## config.mk

```make
export PLATFORM = sky130hd
export DESIGN_NAME = if_stage_flat
export DESIGN_NICKNAME = d
export VERILOG_FILES = /design/src/rtl/if_stage_if.sv /design/src/rtl/if_stage.sv /design/src/flat_wrapper.sv
export SDC_FILE = /design/constraint.sdc
export NUM_CORES = 1
export LEC_CHECK = 0
export CORE_AREA = 2 2 96 98
export CTS_CLUSTER_DIAMETER = 50
export CTS_CLUSTER_SIZE = 40
export DETAILED_ROUTE_END_ITERATION = 16
export DIE_AREA = 0 0 98 100
export GPL_ROUTABILITY_DRIVEN = 0
export PLACE_DENSITY = 0.74
export SLEW_MARGIN = 10
export SYNTH_ARGS = -nofsm -noshare
export SYNTH_HDL_FRONTEND = slang
export SYNTH_SLANG_ARGS = --single-unit
```

## constraint.sdc

```tcl
create_clock -name clk -period 8.55 [get_ports clk]
set_clock_uncertainty 0.15 [all_clocks]
set_input_delay 1.2825 -clock clk [delete_from_list [all_inputs] [get_ports clk]]
set_output_delay 1.2825 -clock clk [all_outputs]
set_load 0.005 [all_outputs]
```

## src/rtl/if_stage_if.sv

```systemverilog
// Instruction-memory fetch bus: one-cycle request out, one-cycle ack pulse back.
interface if_stage_if;
    logic        imem_req;
    logic [15:0] imem_addr;
    logic        imem_ack;
    logic [15:0] imem_rdata;

    modport master (
        output imem_req,
        output imem_addr,
        input  imem_ack,
        input  imem_rdata
    );

    modport slave (
        input  imem_req,
        input  imem_addr,
        output imem_ack,
        output imem_rdata
    );
endinterface

```

## src/rtl/if_stage.sv

```systemverilog
// Instruction fetch stage: at most one outstanding memory request feeding a 2-entry
// {pc, instruction} FIFO whose head drives the IF/ID register.
module if_stage #(
    parameter logic [15:0] RESET_PC = 16'h0000,
    parameter logic [15:0] NOP      = 16'h0000
) (
    input  logic           clk,
    input  logic           reset,
    input  logic           stall,
    input  logic           redirect,
    input  logic [15:0]    branch_target,
    if_stage_if.master     imem,
    output logic [15:0]    pc,
    output logic [15:0]    instruction,
    output logic           if_valid
);

    typedef enum logic [1:0] {StRun, StWait, StDiscard} state_e;

    state_e           state_q, state_d;
    logic [15:0]      fetch_pc_q, fetch_pc_d;
    logic [1:0]       count_q, count_d;
    logic [1:0][15:0] ent_pc_q, ent_pc_d;
    logic [1:0][15:0] ent_ins_q, ent_ins_d;
    logic             req, push, pop, outstanding;
    logic [15:0]      push_pc;

    // A request is still in flight after this edge unless its ack lands now.
    assign outstanding = (state_q != StRun) && !imem.imem_ack;

    assign if_valid    = (count_q != 2'd0);
    assign pc          = if_valid ? ent_pc_q[0] : 16'h0000;
    assign instruction = if_valid ? ent_ins_q[0] : NOP;

    assign req            = (state_q == StRun) && (count_q < 2'd2) && !redirect && !reset;
    assign imem.imem_req  = req;
    assign imem.imem_addr = fetch_pc_q;
    assign pop            = if_valid && !stall && !redirect;
    // fetch_pc already advanced past the live request when it was issued.
    assign push_pc        = fetch_pc_q - 16'd2;

    always_comb begin
        state_d    = state_q;
        fetch_pc_d = fetch_pc_q;
        count_d    = count_q;
        ent_pc_d   = ent_pc_q;
        ent_ins_d  = ent_ins_q;
        push       = 1'b0;

        unique case (state_q)
            StRun: begin
                if (req) begin
                    state_d    = StWait;
                    fetch_pc_d = fetch_pc_q + 16'd2;
                end
            end
            StWait: begin
                if (imem.imem_ack) begin
                    state_d = StRun;
                    push    = 1'b1;
                end
            end
            StDiscard: begin
                if (imem.imem_ack) state_d = StRun;
            end
            default: state_d = StRun;
        endcase

        // A push only ever meets count <= 1, so the FIFO cannot overflow.
        if (pop && push) begin
            ent_pc_d[0]  = push_pc;
            ent_ins_d[0] = imem.imem_rdata;
        end else if (pop) begin
            ent_pc_d[0]  = ent_pc_q[1];
            ent_ins_d[0] = ent_ins_q[1];
            count_d      = count_q - 2'd1;
        end else if (push) begin
            if (count_q == 2'd0) begin
                ent_pc_d[0]  = push_pc;
                ent_ins_d[0] = imem.imem_rdata;
            end else begin
                ent_pc_d[1]  = push_pc;
                ent_ins_d[1] = imem.imem_rdata;
            end
            count_d = count_q + 2'd1;
        end

        if (redirect) begin
            count_d    = 2'd0;
            fetch_pc_d = branch_target;
            state_d    = outstanding ? StDiscard : StRun;
        end
    end

    always_ff @(posedge clk) begin
        if (reset) begin
            state_q    <= outstanding ? StDiscard : StRun;
            fetch_pc_q <= RESET_PC;
            count_q    <= 2'd0;
        end else begin
            state_q    <= state_d;
            fetch_pc_q <= fetch_pc_d;
            count_q    <= count_d;
        end
        ent_pc_q  <= ent_pc_d;
        ent_ins_q <= ent_ins_d;
    end

endmodule

```

## src/flat_wrapper.sv

```systemverilog
// flat-port wrapper written by rule: the top's interface ports become plain ports
module if_stage_flat 
#(
    parameter logic [15:0] RESET_PC = 16'h0000,
    parameter logic [15:0] NOP      = 16'h0000
)
  (clk, reset, stall, redirect, branch_target, pc, instruction, if_valid, imem_imem_req, imem_imem_addr, imem_imem_ack, imem_imem_rdata);
  if_stage_if imem_i ();
  input  logic clk;
  input  logic reset;
  input  logic stall;
  input  logic redirect;
  input  logic [15:0] branch_target;
  output logic [15:0] pc;
  output logic [15:0] instruction;
  output logic if_valid;
  output wire logic [$bits(imem_i.imem_req)-1:0] imem_imem_req;
  output wire logic [$bits(imem_i.imem_addr)-1:0] imem_imem_addr;
  input wire logic [$bits(imem_i.imem_ack)-1:0] imem_imem_ack;
  input wire logic [$bits(imem_i.imem_rdata)-1:0] imem_imem_rdata;
  assign imem_imem_req = imem_i.imem_req;
  assign imem_imem_addr = imem_i.imem_addr;
  assign imem_i.imem_ack = imem_imem_ack;
  assign imem_i.imem_rdata = imem_imem_rdata;
  if_stage #(.RESET_PC(RESET_PC), .NOP(NOP)) u_core (.clk(clk), .reset(reset), .stall(stall), .redirect(redirect), .branch_target(branch_target), .imem(imem_i), .pc(pc), .instruction(instruction), .if_valid(if_valid));
endmodule
```

==> load_flow_metrics.sql <==
INSERT INTO impl_metrics (metric_group, metric, value, unit) VALUES
('run_status', 'outcome', 'completed', ''),
('finish', 'utilization', '57.96', '%'),
('critical_path', 'start_kind', 'primary input', ''),
('routing', 'drt_pre_antenna_iters', '4', ''),
('grt', 'grt_start_max_net_pins', '36', ''),
('critical_path', 'worst-endpoint-required', '7.12', 'ns'),
('logic_synthesis', 'synth.net_count', '404', ''),
('cts', 'holdBufCountCts', '0', ''),
('logic_synthesis', 'netlist.area_leader.share', '49.24', '%'),
('logic_synthesis', 'post_synthesis_sequential_area_ratio', '58.19', '%'),
('timing', 'timing_max_transition_violations_final', '0', ''),
('place', 'dp_hpwl', '5.563', 'mm'),
('timing', 'final.min_clock_period', '4.578', 'ns'),
('grt', 'grt_first_pass_wirelength', '13.30', 'mm'),
('finish', 'fraction_of_final_layout_cells_sized_beyond_drive_strength_1', '7.955', '%'),
('power_and_ir_drop', 'clkPwrFrac', '34.0', '%'),
('logic_synthesis', 'synth-async-reset-ratio', '0', '%'),
('logic_synthesis', 'synth_cells', '361', ''),
('timing', 'final_hold_viol_count', '0', ''),
('die', 'io_pins', '87', ''),
('power_and_ir_drop', 'p_leak', '1.901', 'nW'),
('cts', 'number_of_buffers_inserted_by_post_cts_setup_repair', '0', ''),
('cts', 'htreeDepth', '3', ''),
('die', 'design.die.area', '9800', 'sq um'),
('power_and_ir_drop', 'combinationalPowerShare', '12.7', '%'),
('power_and_ir_drop', 'vdd_drop_max', '0.1248', 'mV'),
('die', 'floorplan.initialDensity', '45.28', '%'),
('finish', 'design_area', '5152', 'sq um'),
('logic_synthesis', 'yosysTopAreaCell', 'sky130_fd_sc_hd__edfxtp_1', ''),
('die', 'die_width', '98', 'um'),
('min_path', 'hold_path.class', 'reg -> reg', ''),
('die', 'num_rows', '35', ''),
('cts', 'clkSinkCount', '84', ''),
('logic_synthesis', 'synth-edff-count', '66', ''),
('timing', 'final.setup.tns', '0', 'ns'),
('logic_synthesis', 'post_synth_most_frequent_cells', 'sky130_fd_sc_hd__edfxtp_1 (66), sky130_fd_sc_hd__nand2_1 (63), sky130_fd_sc_hd__and2_1 (34), sky130_fd_sc_hd__nor2_1 (28), sky130_fd_sc_hd__xor2_1 (19)', ''),
('timing', 'setup_repair_after_global_routing_missed_its_margin', 'false', ''),
('cts', 'cts_inserted_buffers', '9', ''),
('routing', 'vias_per_cell', '5.069', ''),
('timing', 'tightest_slew', '0.9681', 'ns'),
('power_and_ir_drop', 'p_per_area', '174.2', 'nW/um^2'),
('logic_synthesis', 'ys_dominant_reg_cell', 'sky130_fd_sc_hd__edfxtp_1', ''),
('cts', 'tritoncts', 'built', ''),
('timing', 'max-slew-margin-rel', '34.98', '%'),
('grt', 'globalRouteTotalUtil', '16.96', '%'),
('cts', 'clock_path_buffers', '2', ''),
('place', 'place_ws', '3.975', 'ns'),
('critical_path', 'worstRegToRegCells', '8', ''),
('power_and_ir_drop', 'fin_total_pwr', '0.0008977', 'W'),
('routing', 'drtAntennaViolNets', '0', ''),
('cts', 'cts_root_buf', 'sky130_fd_sc_hd__clkbuf_8', ''),
('timing', 'maximum_clock_rate', '218.4', 'MHz'),
('die', 'core_area', '8890', 'sq um'),
('power_and_ir_drop', 'internal-power', '0.0006876', 'W'),
('finish', 'design.final.nets', '478', ''),
('critical_path', 'setup.worst_path.class', 'in -> out', ''),
('timing', 'crit_share_post_route', '53.55', '%'),
('place', 'placement.cell_area', '4936', 'sq um'),
('grt', 'grt-ovfl-total', '0', ''),
('logic_synthesis', 'synth_area', '4025', 'sq um'),
('critical_path', 'endpoint_kind', 'primary output', ''),
('critical_path', 'timing.critical_path.from', 'reset', ''),
('finish', 'fillers', '748', ''),
('routing', 'dr_total_vias', '2793', ''),
('routing', 'drt_drc_violations_left', '0', ''),
('finish', 'insertedDiodeCount', '0', ''),
('power_and_ir_drop', 'p_sw_share', '23.40', '%'),
('critical_path', 'arrival', '3.15', 'ns'),
('cts', 'worst_skew_pair.late_latency', '0.34', 'ns'),
('logic_synthesis', 'synth_most_common_cell', 'sky130_fd_sc_hd__edfxtp_1', ''),
('job', 'cap_violations', '0', '');
[layer usage]
metal / global-route usage (%) / vias to the layer above / wire (um)
li1: - / 1403 / -
met1: 22.98 / 1297 / 3723
met2: 26.87 / 84 / 3740
met3: 3.482 / 9 / 428
met4: 6.944 / 0 / 117
met5: 0 / - / 0
[worst max-delay path: stages]
cell and delay [ns]:
sky130_fd_sc_hd__clkdlybuf4s50_1 0.77, sky130_fd_sc_hd__nor4b_2 0.51, sky130_fd_sc_hd__clkdlybuf4s50_1 0.58
[logic make-up after synthesis]
group | count (synthesis) | synth area share, %
and+or+nand+nor | 172 | 22.54
AOI/OAI and AO/OA | 25 | 4.321
buffers and inverters | 37 | 4.196
muxes | 15 | 4.103
xor gates and xnor gates | 22 | 4.787
adders and majority gates | 6 | 1.865
DFF | 84 | 58.19
[worst min path at each step]
stage | start | endpoint | slack [ns] | depth (start not counted)
global route | u_core.ent_pc_q[16] | u_core.ent_pc_q[0] | 0.37 | 2
detailed placement | u_core.ent_ins_q[22] | u_core.ent_ins_q[6] | 0.34 | 2
floorplan | u_core.imem.imem_addr[0] | u_core.ent_pc_q[16] | 0.30 | 0
CTS | u_core.ent_ins_q[22] | u_core.ent_ins_q[6] | 0.36 | 2
global placement | u_core.ent_ins_q[23] | u_core.ent_ins_q[7] | 0.34 | 2
finish | u_core.ent_pc_q[16] | u_core.ent_pc_q[0] | 0.36 | 2
[power groups by stage]
stage          clock, W  sequential (W)  combinational [W]
2_1_floorplan         0        0.000480          0.0000719
3_3_place_gp          0        0.000487           0.000111
3_5_place_dp          0        0.000488           0.000114
4_1_cts        0.000313        0.000478           0.000115
5_1_grt        0.000328        0.000481           0.000126
6_report       0.000305        0.000479           0.000114
[layout by cell type (no fill, tap or decap), drive strengths merged, types with 7 or more instances in the layout]
master	count
nor2	28
edfxtp	66
xor2	19
nor4	7
nand2	63
clkbuf	10
clkdlybuf4s50	86
and2	34
a211oi	10
nand3	11
mux2	12
inv	10
dfxtp	18
[state kept, by name (all words and copies together), names as in the netlist]
register               flops
u_core.ent_ins_q          32
u_core.imem.imem_addr     16
u_core.count_q             2
u_core.state_q             2
u_core.ent_pc_q           32
[layout make-up]
cell class | instances | area [sq um] | area share, %
inverter | 11 | 41.29 | 0.8014
tap | 111 | 138.9 | 2.695
sequential | 84 | 2342 | 45.46
multi-input combinational | 240 | 1530 | 29.70
clock buffer | 10 | 127.6 | 2.477
timing repair buffer | 89 | 883.3 | 17.14
clock inverter | 6 | 88.84 | 1.724
[through the flow]
step	std cells	hold WS, ns
6_report	551	0.3568
5_1_grt	551	0.3749
4_1_cts	551	0.3554
3_5_place_dp	535	0.3445
3_3_place_gp	535	0.3369
2_1_floorplan	361	0.3024
(Power assumes the default switching activity.)
==> RTL change (config.mk and constraints unchanged) <==
Add an input register stage for `branch_target`, without a reset; this delays it by one clock. The other inputs are not delayed to match.
--- a/src/rtl/if_stage.sv
+++ b/src/rtl/if_stage.sv
@@ -18,2 +18,8 @@
     typedef enum logic [1:0] {StRun, StWait, StDiscard} state_e;
+
+    logic [15:0] branch_target_q;
+
+    always_ff @(posedge clk) begin
+        branch_target_q <= branch_target;
+    end
 
@@ -89,3 +95,3 @@
             count_d    = 2'd0;
-            fetch_pc_d = branch_target;
+            fetch_pc_d = branch_target_q;
             state_d    = outstanding ? StDiscard : StRun;
Formal check against the unedited RTL: not equivalent (a bounded check fails within 4 cycles, from zero or initial values and one cycle with reset high).
==> RTL change against the original RTL <==
Sequential cell count is 16 higher. Hold slack lost 0.049 ns. Critical path type unchanged. Core utilization grew 4.3 points. Routed wire length is 6.8% higher. Via count is 6.2% higher. First-iteration DRC count is 110% higher. Area after synthesis up 9.0%. Combinational power rose by 9%. Worst setup slack worse by 0.25 ns. Power grew 11%. Design area up 7.4%.
==> RTL change: results (changes against the original RTL) <==
\begin{tabular}{lr}
\hline
Metric & Value \\
\hline
\multicolumn{2}{l}{\textbf{Hold path}} \\
\quad Hold Path End & u\_core.imem.imem\_addr[4] \\
\quad Worst hold path startpoint & u\_core.branch\_target\_q[4] \\
\multicolumn{2}{l}{\textbf{Power}} \\
\quad Lkg Pwr & 2.04 nW (+7.1\%) \\
\quad Maximum resistive drop on vdd & 0.121 mV (-2.9\%) \\
\quad Power dissipated in sequential cells & 0.561 mW (+17\%) \\
\quad Power Combinational & 0.124 mW (+9\%) \\
\multicolumn{2}{l}{\textbf{STA}} \\
\quad Hold\_ws & 0.307 ns (-0.0494 ns) \\
\quad Minimum clock period after layout & 4.83 ns (+0.253 ns) \\
\quad Transition at the pin with the smallest max-transition slack & 1.06 ns (+0.0901 ns) \\
\multicolumn{2}{l}{\textbf{Worst setup path}} \\
\quad Crit path max fanout & 22 (+3) \\
\quad Destination of the worst register-to-register timing path & u\_core.ent\_pc\_q[12] \\
\multicolumn{2}{l}{\textbf{Synth}} \\
\quad Share of the synthesized netlist area taken by xor and xnor gates & 4.39\% (-0.40 points) \\
\quad Fraction of the mapped netlist area in adder cells & 1.71\% (-0.15 points) \\
\quad Synth Net Count & 423 (+4.7\%) \\
\quad Share of the synthesized area in compound gates (AO/OA/AOI/OAI) & 3.76\% (-0.56 points) \\
\quad Mapped Cells & 380 (+5.3\%) \\
\quad Commonest cells in the synthesized netlist & 66 x sky130\_fd\_sc\_hd\_\_edfxtp\_1, 64 x sky130\_fd\_sc\_hd\_\_nand2\_1, 34 x sky130\_fd\_sc\_hd\_\_and2\_1, 34 x sky130\_fd\_sc\_hd\_\_dfxtp\_1, 24 x sky130\_fd\_sc\_hd\_\_nor2\_1 \\
\quad Number of distinct standard cells referenced by the synthesized netlist & 47 (+6.8\%) \\
\quad Part of the Yosys area used for sequential elements & 60.7\% (+2.5 points) \\
\multicolumn{2}{l}{\textbf{Outcome}} \\
\quad Status & completed \\
\multicolumn{2}{l}{\textbf{Route}} \\
\quad Via density per instance & 5.15 (+1.6\%) \\
\quad Final routed wirelength across all metal layers & 8560 um (+6.8\%) \\
\quad Violation count after the first detailed-route iteration & 143 (+110\%) \\
\multicolumn{2}{l}{\textbf{Final layout}} \\
\quad Final cell count without fillers & 576 (+4.5\%) \\
\quad Fraction of final layout cells with drive strength greater than 1 & 9.25\% (+1.3 points) \\
\quad Nets & 503 (+5.2\%) \\
\multicolumn{2}{l}{\textbf{Global routing}} \\
\quad Total global-route track usage & 17.8\% (+0.89 points) \\
\quad Number of global-route vias before repair & 2,966 (+9.3\%) \\
\multicolumn{2}{l}{\textbf{CTS}} \\
\quad Source-to-sink clock delay at the later pin of the worst-skew pair & 0.36 ns (+0.02 ns) \\
\quad Buffers inserted during post-CTS setup optimization & 0 (unchanged) \\
\multicolumn{2}{l}{\textbf{Placed design}} \\
\quad Inst Count DP & 560 (+4.7\%) \\
\quad Post-Place Cell Area & 5330 sq um (+7.9\%) \\
\quad Worst setup slack after placement & 3.74 ns (-0.236 ns) \\
\quad Placed wire-length estimate & 5940 um (+6.7\%) \\
\hline
\end{tabular}
RTL change: changes by cell type after synthesis, moves of 7 or more:
cell,change
sky130_fd_sc_hd__dfxtp_1,+16
sky130_fd_sc_hd__xor2_1,-8
sky130_fd_sc_hd__nor3_1,+7
sky130_fd_sc_hd__mux2_2,+7
sky130_fd_sc_hd__xnor2_1,+8
RTL change: area by class of cell:
| type | instances | area (sq um) |
|---|---|---|
| clock inverter | 7 | 81.3 |
| multi-input combinational | 246 | 1590 |
| sequential | 100 | 2660 |
| timing repair buffer | 89 | 883 |
| inverter | 14 | 52.6 |
| fill | 732 | 3360 |
| clock buffer | 9 | 124 |
| tap | 111 | 139 |
RTL change: metal layers:
metal / up-vias / track usage [%] / wire length (um)
met3: 7 / 3.20 / 423
met1: 1388 / 23.2 / 3750
met5: - / 0 / 0
li1: 1486 / - / -
met2: 86 / 29.6 / 4270
met4: 0 / 7.69 / 110
